==> src/rtl/reconciled_key_frame_tracker_pkg.sv <==
// Shared encodings, field widths and saturating helpers for the reconciled-key frame tracker.
// The ER width constants mirror the ER parameter include and must stay in step with it.
package reconciled_key_frame_tracker_pkg;

  localparam int FRAME_LEAKED_INFO_WIDTH = 15;
  localparam int FRAME_ERROR_COUNT_WIDTH = 15;
  localparam int KEY_ADDR_WIDTH          = 15;
  localparam int DESC_WORD_CNT_WIDTH     = 16;
  localparam int DESC_FIFO_DEPTH         = 4;

  typedef enum logic [1:0] {
    ST_IDLE    = 2'd0,
    ST_COLLECT = 2'd1,
    ST_DONE    = 2'd2
  } tracker_state_e;

  function automatic logic [15:0] sat_inc16(input logic [15:0] v);
    return (v == 16'hFFFF) ? v : v + 16'd1;
  endfunction

  function automatic logic [31:0] sat_add32(input logic [31:0] a, input logic [31:0] b);
    logic [32:0] s;
    s = {1'b0, a} + {1'b0, b};
    return s[32] ? 32'hFFFF_FFFF : s[31:0];
  endfunction

endpackage

==> src/rtl/reconciled_key_frame_tracker_fifo.sv <==
// Synchronous descriptor FIFO; a push into a full FIFO is accepted when a pop happens in the same cycle.
module frame_desc_fifo #(
  parameter int WIDTH = 61,
  parameter int DEPTH = 4
) (
  input  logic             clk,
  input  logic             rst_n,
  input  logic             push,
  input  logic [WIDTH-1:0] push_data,
  input  logic             pop,
  output logic [WIDTH-1:0] pop_data,
  output logic             full,
  output logic             empty
);

  localparam int PTR_W = (DEPTH > 1) ? $clog2(DEPTH) : 1;
  localparam int CNT_W = PTR_W + 1;
  localparam logic [CNT_W-1:0] FULL_CNT = CNT_W'(DEPTH);
  localparam logic [CNT_W-1:0] CNT_ONE  = CNT_W'(1);
  localparam logic [PTR_W-1:0] PTR_ONE  = PTR_W'(1);

  logic [WIDTH-1:0] mem_r [DEPTH];
  logic [PTR_W-1:0] wr_ptr_r;
  logic [PTR_W-1:0] rd_ptr_r;
  logic [CNT_W-1:0] count_r;
  logic             do_push_s;
  logic             do_pop_s;

  assign full      = (count_r == FULL_CNT);
  assign empty     = (count_r == {CNT_W{1'b0}});
  assign do_pop_s  = pop && !empty;
  assign do_push_s = push && (!full || do_pop_s);
  assign pop_data  = mem_r[rd_ptr_r];

  // Storage, pointers and occupancy.
  always_ff @(posedge clk) begin
    if (!rst_n) begin
      wr_ptr_r <= {PTR_W{1'b0}};
      rd_ptr_r <= {PTR_W{1'b0}};
      count_r  <= {CNT_W{1'b0}};
      for (int i = 0; i < DEPTH; i++) begin
        mem_r[i] <= {WIDTH{1'b0}};
      end
    end else begin
      if (do_push_s) begin
        mem_r[wr_ptr_r] <= push_data;
        wr_ptr_r        <= wr_ptr_r + PTR_ONE;
      end
      if (do_pop_s) begin
        rd_ptr_r <= rd_ptr_r + PTR_ONE;
      end
      case ({do_push_s, do_pop_s})
        2'b10:   count_r <= count_r + CNT_ONE;
        2'b01:   count_r <= count_r - CNT_ONE;
        default: count_r <= count_r;
      endcase
    end
  end

endmodule

==> src/rtl/reconciled_key_frame_tracker.sv <==
// Snoops reconciled-key writes and ER frame results, builds one descriptor per verified frame
// for privacy amplification, and keeps saturating session statistics and sticky error flags.
module reconciled_key_frame_tracker
  import reconciled_key_frame_tracker_pkg::*;
#(
  parameter int LEAK_W     = FRAME_LEAKED_INFO_WIDTH,
  parameter int ERR_W      = FRAME_ERROR_COUNT_WIDTH,
  parameter int ADDR_W     = KEY_ADDR_WIDTH,
  parameter int FIFO_DEPTH = DESC_FIFO_DEPTH
) (
  input  logic              clk,
  input  logic              rst_n,
  input  logic              session_start,
  input  logic              key_ena,
  input  logic [3:0]        key_wea,
  input  logic [ADDR_W-1:0] key_addra,
  input  logic              frame_param_valid,
  input  logic              frame_verify_fail,
  input  logic [LEAK_W-1:0] frame_leaked_info,
  input  logic [ERR_W-1:0]  frame_error_count,
  input  logic              er_finish,
  output logic              desc_valid,
  input  logic              desc_ready,
  output logic [ADDR_W-1:0] desc_base_addr,
  output logic [15:0]       desc_word_cnt,
  output logic [LEAK_W-1:0] desc_leaked,
  output logic [ERR_W-1:0]  desc_err_cnt,
  output logic [15:0]       frames_ok,
  output logic [15:0]       frames_fail,
  output logic [31:0]       total_key_words,
  output logic [31:0]       total_leaked,
  output logic              overflow_err,
  output logic              partial_write_err,
  output logic              orphan_err,
  output logic              session_done
);

  localparam int DESC_W = ADDR_W + 16 + LEAK_W + ERR_W;

  tracker_state_e    state_r;
  tracker_state_e    fsm_next_s;
  tracker_state_e    next_state_s;
  logic [ADDR_W-1:0] base_r;
  logic [15:0]       cnt_r;
  logic              active_s;
  logic              word_acc_s;
  logic              partial_s;
  logic              close_s;
  logic              finish_s;
  logic              collecting_s;
  logic [ADDR_W-1:0] close_base_s;
  logic [15:0]       close_cnt_s;
  logic              fifo_full_s;
  logic              fifo_empty_s;
  logic              pop_s;
  logic              push_s;
  logic              fail_drop_s;
  logic              overflow_s;
  logic              orphan_s;
  logic [DESC_W-1:0] push_data_s;
  logic [DESC_W-1:0] head_data_s;

  logic [15:0] frames_ok_r;
  logic [15:0] frames_fail_r;
  logic [31:0] total_key_words_r;
  logic [31:0] total_leaked_r;
  logic        overflow_err_r;
  logic        partial_write_err_r;
  logic        orphan_err_r;
  logic        session_done_r;

  // session_start masks every other input, and DONE ignores everything but session_start.
  assign active_s     = (state_r != ST_DONE) && !session_start;
  assign word_acc_s   = active_s && key_ena && (key_wea == 4'hF);
  assign partial_s    = active_s && key_ena && (key_wea != 4'h0) && (key_wea != 4'hF);
  assign close_s      = active_s && frame_param_valid;
  assign finish_s     = active_s && er_finish;
  assign collecting_s = (state_r == ST_COLLECT);

  // A word arriving with the close belongs to the frame being closed.
  assign close_base_s = collecting_s ? base_r : key_addra;
  assign close_cnt_s  = collecting_s ? (word_acc_s ? sat_inc16(cnt_r) : cnt_r)
                                     : {15'd0, word_acc_s};

  assign pop_s       = desc_ready && !fifo_empty_s;
  assign push_s      = close_s && !frame_verify_fail && (!fifo_full_s || pop_s);
  assign fail_drop_s = close_s && frame_verify_fail;
  assign overflow_s  = close_s && !frame_verify_fail && fifo_full_s && !pop_s;
  assign orphan_s    = finish_s && collecting_s && !close_s;
  assign push_data_s = {close_base_s, close_cnt_s, frame_leaked_info, frame_error_count};

  // Next-state decode; session_start beats er_finish, which beats the frame FSM.
  always_comb begin
    fsm_next_s   = state_r;
    next_state_s = state_r;
    case (state_r)
      ST_IDLE:    fsm_next_s = (word_acc_s && !close_s) ? ST_COLLECT : ST_IDLE;
      ST_COLLECT: fsm_next_s = close_s ? ST_IDLE : ST_COLLECT;
      ST_DONE:    fsm_next_s = ST_DONE;
      default:    fsm_next_s = ST_IDLE;
    endcase
    if (session_start) begin
      next_state_s = ST_IDLE;
    end else if (finish_s) begin
      next_state_s = ST_DONE;
    end else begin
      next_state_s = fsm_next_s;
    end
  end

  // State register and open-frame capture.
  always_ff @(posedge clk) begin
    if (!rst_n) begin
      state_r <= ST_IDLE;
      base_r  <= {ADDR_W{1'b0}};
      cnt_r   <= 16'd0;
    end else begin
      state_r <= next_state_s;
      if (session_start) begin
        base_r <= {ADDR_W{1'b0}};
        cnt_r  <= 16'd0;
      end else if (word_acc_s && !close_s && (state_r == ST_IDLE)) begin
        base_r <= key_addra;
        cnt_r  <= 16'd1;
      end else if (word_acc_s && !close_s && collecting_s) begin
        cnt_r <= sat_inc16(cnt_r);
      end else begin
        cnt_r <= cnt_r;
      end
    end
  end

  // Session statistics, sticky flags and the done indicator.
  always_ff @(posedge clk) begin
    if (!rst_n) begin
      frames_ok_r         <= 16'd0;
      frames_fail_r       <= 16'd0;
      total_key_words_r   <= 32'd0;
      total_leaked_r      <= 32'd0;
      overflow_err_r      <= 1'b0;
      partial_write_err_r <= 1'b0;
      orphan_err_r        <= 1'b0;
      session_done_r      <= 1'b0;
    end else if (session_start) begin
      frames_ok_r         <= 16'd0;
      frames_fail_r       <= 16'd0;
      total_key_words_r   <= 32'd0;
      total_leaked_r      <= 32'd0;
      overflow_err_r      <= 1'b0;
      partial_write_err_r <= 1'b0;
      orphan_err_r        <= 1'b0;
      session_done_r      <= 1'b0;
    end else begin
      if (push_s) begin
        frames_ok_r       <= sat_inc16(frames_ok_r);
        total_key_words_r <= sat_add32(total_key_words_r, {16'd0, close_cnt_s});
        total_leaked_r    <= sat_add32(total_leaked_r, {{(32-LEAK_W){1'b0}}, frame_leaked_info});
      end
      if (fail_drop_s) begin
        frames_fail_r <= sat_inc16(frames_fail_r);
      end
      if (overflow_s) begin
        overflow_err_r <= 1'b1;
      end
      if (partial_s) begin
        partial_write_err_r <= 1'b1;
      end
      if (orphan_s) begin
        orphan_err_r <= 1'b1;
      end
      session_done_r <= (next_state_s == ST_DONE);
    end
  end

  frame_desc_fifo #(
    .WIDTH (DESC_W),
    .DEPTH (FIFO_DEPTH)
  ) u_desc_fifo (
    .clk       (clk),
    .rst_n     (rst_n),
    .push      (push_s),
    .push_data (push_data_s),
    .pop       (desc_ready),
    .pop_data  (head_data_s),
    .full      (fifo_full_s),
    .empty     (fifo_empty_s)
  );

  assign desc_valid = !fifo_empty_s;
  assign {desc_base_addr, desc_word_cnt, desc_leaked, desc_err_cnt} = head_data_s;

  assign frames_ok         = frames_ok_r;
  assign frames_fail       = frames_fail_r;
  assign total_key_words   = total_key_words_r;
  assign total_leaked      = total_leaked_r;
  assign overflow_err      = overflow_err_r;
  assign partial_write_err = partial_write_err_r;
  assign orphan_err        = orphan_err_r;
  assign session_done      = session_done_r;

endmodule

==> config.mk <==
export PLATFORM = sky130hd
export DESIGN_NAME = reconciled_key_frame_tracker
export DESIGN_NICKNAME = d
export VERILOG_FILES = /design/src/rtl/reconciled_key_frame_tracker_pkg.sv /design/src/rtl/reconciled_key_frame_tracker_fifo.sv /design/src/rtl/reconciled_key_frame_tracker.sv
export SDC_FILE = /design/constraint.sdc
export NUM_CORES = 1
export LEC_CHECK = 0
export CORE_MARGIN = 5
export CORE_UTILIZATION = 30
export CTS_CLUSTER_SIZE = 28
export DETAILED_ROUTE_END_ITERATION = 8
export GPL_ROUTABILITY_DRIVEN = 0
export GPL_TIMING_DRIVEN = 0
export HOLD_SLACK_MARGIN = 0.06
export PLACE_DENSITY = 0.5
export SLEW_MARGIN = 30
export SYNTH_ARGS = -nofsm -noshare
export SYNTH_HDL_FRONTEND = slang
export SYNTH_SLANG_ARGS = --single-unit
==> constraint.sdc <==
create_clock -name clk -period 7.08 [get_ports clk]
set_input_delay 1.416 -clock clk [delete_from_list [all_inputs] [get_ports clk]]
set_output_delay 1.416 -clock clk [all_outputs]
set_load 0.01 [all_outputs]
==> results_dict.tcl, run 1 <==
set metrics [dict create \
    status "finished clean" \
    clkLatencyLatePin_ps 580 \
    synthArstFlopShare_pct 0 \
    met1Wirelength_mm 23.3 \
    grt_pass1_vias 13547 \
    ys_ff_latch 386 \
    syn_nets 1699 \
    track_usage_pct 16.3 \
    cp-startpoint "session_start" \
    h-tree-depth 2 \
    slew_headroom_pct 39.8 \
    die-area_um2 65000 \
    ff2ff_setup_slack_ps 1690 \
    end_kind "flop" \
    placed_area_um2 21400 \
    cts_tree "done" \
    period_minus_slack_ps 5870 \
    fin_skew_ps 19.1 \
    area_growth_pct 26.9 \
    met3_wirelength_mm 3.55 \
    fp-row-count 89 \
    dp_cells 2602 \
    postLayoutCellArea_um2 22800 \
    post_cts_buffers 0 \
    syn_avg_cell_area_um2 11.2 \
    drt-initial-drc-count 884 \
    wl_per_cell_um 20.1 \
    cap_violations 0 \
    synth_cell_types 63 \
    first_pass_iters 5 \
    wl_mm 54.0 \
    ir_drop_v 0.000169 \
    overflow 0 \
    tightest_slew_ps 902 \
    core_area_um2 59200 \
    synth_edf_count 244 \
    avgViaCountPerCell 4.98 \
    endpoint "total_key_words[1]$_SDFFE_PP0P_" \
    fmax_mhz 170 \
    nFillCells 5853 \
    routed.top_layer "met4" \
    hold_class "flop to flop" \
    drcViolationCount 0 \
    hold_buffers 0 \
    setup_tns_ps 0 \
    grt_max_degree 39 \
    die-height_um 255 \
    worstRegToRegCells 17 \
    syn_inst 1604 \
    worstReg2RegEnd "total_key_words[1]$_SDFFE_PP0P_" \
    layout.nets 1971 \
    ctsResizeCount 0 \
    p_per_area_nw_per_um2 239 \
    cts_root_buf "clkbuf_16" \
    layout-drive-gt1-share_pct 9.27 \
    clock_sinks 386 \
    crit_type "primary input to flop" \
    synth_ff_type "edfxtp_1" \
    num_vias 13358 \
    antenna_found_initial 0 \
    hold_viol 0 \
    start_util_pct 30.4 \
    layout.cells.non_filler 2682 \
    dp_hpwl_mm 38.5 \
    port-buffer-count 218 \
    p_leak_nw 8.13 \
    cp_max_fo 10 \
    cp.required_ps 7500 \
    cp-start-kind "primary input" \
    cts_buffer_depth 3 \
    clk_pin_slew_ps 60 \
    grt_pass1_wl_mm 81.6 \
    rsz0062_at_grt "no" \
    drtAntennaViolNets 0 \
    diodes 0 \
    cp_data_arrival_time_ps 6290 \
    die_w_um 255 \
    io_pins 219 \
    synth_seq_area_share_pct 56.5 \
    wl_met2_mm 26.2 \
    setup_violations 0 \
    slew_viol_final 0 \
    cts_buffers 45 \
    fin_crit_sh_pct 82.9 \
    yosysWarnings 0 \
    whs_ps 452 \
    synth_area_um2 18000 \
    regToRegStartpoint "cnt_r[0]$_SDFFE_PP0P_" \
]
[Yosys cell counts, types with 43 or more instances]
master	n	area (um2)
mux4_2	61	1370
o21ai_0	46	230
nand2_1	142	533
a21oi_1	74	370
xor2_1	50	438
clkbuf_1	63	236
inv_1	48	180
and2_1	46	288
nand3_1	43	215
dfxtp_1	142	2840
nor3_1	64	320
edfxtp_1	244	7330
nor2_1	247	927
[critical path: stages]
cell             delay, ps
clkdlybuf4s50_1        480
nor2_1                 260
and3_1                 190
clkbuf_1               310
nand2_1                260
a31oi_1                640
inv_1                  200
ha_1                   270
fa_1                   420
a21o_1                 200
a41oi_1                260
a31oi_1                240
a2bb2o_2               340
nand4_1                210
clkbuf_1               450
a31oi_1                150
[report_power, final]
| group | internal [mW] | switching, mW | total, mW |
|---|---|---|---|
| clock network | 1.36 | 0.951 | 2.31 |
| logic | 0.341 | 0.342 | 0.682 |
| registers | 2.45 | 0.0234 | 2.48 |
| total | 4.15 | 1.32 | 5.47 |
[state kept, by name, summed over array words and instances (netlist names), 2 cells and up, named ones only]
| name | count |
|---|---|
| u_desc_fifo.mem_r | 244 |
| total_key_words | 32 |
| frames_fail | 16 |
| base_r | 15 |
| cnt_r | 16 |
| u_desc_fifo.wr_ptr_r | 2 |
| total_leaked | 32 |
| u_desc_fifo.rd_ptr_r | 2 |
| frames_ok | 16 |
| u_desc_fifo.count_r | 3 |
| state_r | 2 |
[kinds of logic (layout without fill, tap and decap cells)]
family          count (synthesis)  in the layout  share of synthesized area (%)
compound gates                225            225                           7.77
buf+inv                       131            436                           2.85
xor+xnor                       78             78                           3.80
mux                            81             81                           8.75
fa+ha+maj                      38             38                           2.77
flops                         386            386                           56.5
simple gates                  665            665                           17.6
[layout by cell type (no fill, tap or decap), types with 20 or more instances in the layout]
cell type        count
xor2_1              50
ha_1                35
xnor2_1             28
nand4_1             25
nand3_1             43
nand2_1            139
and2_1              46
o21ai_0             45
clkbuf_1            73
nor2_1             247
a21oi_1             74
inv_1               48
clkbuf_16           46
a31oi_1             39
dfxtp_1            142
edfxtp_1           244
mux4_2              61
mux2i_1             20
nor3_1              64
clkdlybuf4s50_1    218
[layout make-up]
cell class,instances,area (um2),area share [%]
Clock inverter,18,191,0.838
Timing Repair Buffer,225,2370,10.4
Sequential cell,386,10200,44.5
Multi-Input combinational cell,1087,7360,32.2
Buffer,83,342,1.50
Clock buffer,62,1260,5.52
Tap cell,773,967,4.23
Inverter,48,180,0.789
[how the worst min path moves through the flow]
stage | from | to | slack (ps) | depth (start not counted)
floorplan | base_r[0]$_SDFFE_PP0P_ | base_r[0]$_SDFFE_PP0P_ | 440 | 2
global placement | base_r[12]$_SDFFE_PP0P_ | base_r[12]$_SDFFE_PP0P_ | 440 | 2
detailed placement | base_r[0]$_SDFFE_PP0P_ | base_r[0]$_SDFFE_PP0P_ | 450 | 2
CTS | base_r[0]$_SDFFE_PP0P_ | base_r[0]$_SDFFE_PP0P_ | 460 | 2
global route | base_r[8]$_SDFFE_PP0P_ | base_r[8]$_SDFFE_PP0P_ | 480 | 2
finish | base_r[0]$_SDFFE_PP0P_ | base_r[0]$_SDFFE_PP0P_ | 450 | 2
[through the flow]
| stage | util, % | setup WS [ps] | total power [mW] |
|---|---|---|---|
| 6_report | 38.6 | 1210 | 5.47 |
| 2_1_floorplan | - | 1440 | 2.89 |
| 3_3_place_gp | 35.7 | -2040 | 3.21 |
| 4_1_cts | 38.5 | 1220 | 5.56 |
| 3_5_place_dp | 36.1 | 605 | 3.23 |
| 5_1_grt | 38.6 | 895 | 5.69 |
[layer usage]
layer | GRT usage, % | vias to the layer above
met4 | 3.20 | 0
met5 | 0 | -
met3 | 4.36 | 57
li1 | - | 6414
met2 | 27.8 | 329
met1 | 21.1 | 6558
No activity file was read; power rests on OpenSTA's default activity.
==> run 2, diff against run 1 <==
PLACE_DENSITY = 0.48   (was 0.5)
clock period = 5.7 ns   (was 7.08 ns; I/O delays follow)
==> run 2 against run 1 <==
Worst hold slack better by 2.4 ps. Combinational power up 24%. Power up 26%. Register-to-register slack worse by 1100 ps. Core utilization up 0.12 points. Design area up 0.30%.
==> results_dict.tcl, run 2 (synthesis gave the netlist of run 1 again) <==
set metrics [dict create \
    status "finished clean" \
    crit_chain "clkdlybuf4s50_1 > nor2_1 > and3_1 > clkbuf_1 > nand2_1 > a31oi_2 > inv_1 > ha_1 > fa_1 > a21o_1 > a41oi_1 > a31oi_1 > a2bb2o_2 > nand4_1 > buf_2 > nand3_1 > o21ai_0 > nor2_1" \
    fin_skew_ps 23.2 \
    p_per_area_nw_per_um2 300 \
    dp_cells 2603 \
    cp-start-kind "primary input" \
    wl_per_cell_um 20.2 \
    overflow 0 \
    cpPeakStageDelay_ps 480 \
    mostFrequentLayoutCell "nor2_1" \
    fp-row-count 89 \
    slew_viol_final 0 \
    die-height_um 255 \
    final_cell_mix "nor2_1 (247), edfxtp_1 (244), clkdlybuf4s50_1 (218)" \
    path_buf_inv 4 \
    whs_ps 455 \
    die_w_um 255 \
    drcViolationCount 0 \
    cp_max_fo 10 \
    fmax_mhz 188 \
    slew_headroom_pct 36.6 \
    hold_viol 0 \
    drt-initial-drc-count 803 \
    clock_sinks 386 \
    hold_class "flop to flop" \
    grt_pass1_vias 13737 \
    largest_reg_flops 244 \
    setup_violations 0 \
    cts_tree "done" \
    wl_mm 54.3 \
    layout.nets 1972 \
    port-buffer-count 218 \
    track_usage_pct 16.3 \
    first_pass_iters 5 \
    dp_hpwl_mm 38.8 \
    p_leak_nw 8.14 \
    crit_family "compound AO/OA/AOI/OAI gates" \
    placed_area_um2 21400 \
    rsz0062_at_grt "no" \
    worstRegToRegCells 19 \
    layout-drive-gt1-share_pct 9.36 \
    clkLatencyLatePin_ps 580 \
    start_util_pct 30.4 \
    crit_path_top_delay_cell "clkdlybuf4s50_1" \
    fin_ws_ps 379 \
    postLayoutCellArea_um2 22900 \
    h-tree-depth 2 \
    cts_buffers 45 \
    die-area_um2 65000 \
    io_pins 219 \
    power.total_mw 6.87 \
    clk_pin_slew_ps 60 \
    finish.utilization_pct 38.7 \
    hold_buffers 0 \
    avgViaCountPerCell 4.97 \
    ir_drop_v 0.000205 \
    antenna_found_initial 1 \
    diodes 0 \
    tightest_slew_ps 951 \
    regMostFlops "u_desc_fifo.mem_r" \
    grt_pass1_wl_mm 82.1 \
    setup_tns_ps 0 \
    fin_crit_sh_pct 93.3 \
    end_kind "flop" \
    num_vias 13332 \
    crit_type "primary input to flop" \
    cp.required_ps 6140 \
    core_area_um2 59200 \
    cts_root_buf "clkbuf_16" \
    grt_max_degree 38 \
    dp_slack_ps -613 \
    cap_violations 0 \
    crit_top_cell "nor2_1" \
    hold-path-cell-count 2 \
    area_growth_pct 27.3 \
    drtAntennaViolNets 0 \
    post_cts_buffers 0 \
    cts_buffer_depth 3 \
    layout.cells.non_filler 2685 \
    period_minus_slack_ps 5320 \
    path_depth 18 \
    cp_data_arrival_time_ps 5770 \
]
## run 2: cell types whose count changed in the layout (fill, tap and decap cells not counted), sizes merged
cell | previous run | this run
bufinv | 3 | 4
buf | 22 | 23
clkinv | 14 | 12
inv | 49 | 48
clkbuf | 130 | 134
## run 2: power by group
part	leakage [nW]	total [mW]	internal [mW]	switching (mW)
clock network	0.729	2.95	1.75	1.20
logic	3.74	0.845	0.423	0.423
registers	3.67	3.08	3.05	0.0302
total	8.14	6.87	5.22	1.65
## run 2: worst register-to-register path: cells and delay by family (launching register included)
family,cells,cell delay (ps)
XOR/XNOR,1,520
flip-flops,1,500
buffers and inverters,1,290
adder cells (fa/ha/maj),2,550
AND/OR/NAND/NOR,15,3140
## run 2: worst paths after layout
path / start / end / slack, ps
worst max-delay path: session_start / total_key_words[30]$_SDFFE_PP0P_ / 380
worst min register to register: base_r[4]$_SDFFE_PP0P_ / base_r[4]$_SDFFE_PP0P_ / 450
worst max register to register: cnt_r[0]$_SDFFE_PP0P_ / total_key_words[31]$_SDFFE_PP0P_ / 550
worst min-delay path: base_r[4]$_SDFFE_PP0P_ / base_r[4]$_SDFFE_PP0P_ / 450
## run 2: layout make-up
type / instances / area, um2
Multi-Input combinational cell: 1087 / 7390
Timing Repair Buffer: 226 / 2360
Clock buffer: 66 / 1290
Buffer: 83 / 342
Fill cell: 5812 / 36300
Clock inverter: 16 / 214
Tap cell: 773 / 967
Inverter: 48 / 180
Sequential cell: 386 / 10200
## run 2: repair_timing
action                                  in CTS  in global routing
endpoints found under the setup margin       1                 22
pin swaps                                    0                  0
resized for setup                            1                  6
## run 2: metal layers
layer	vias up	track usage (%)	part of all wire, %
met3	53	4.25	6.6
met1	6592	20.9	43
met2	288	28.0	49
met4	0	3.54	1.6
met5	-	0	0
li1	6399	-	-
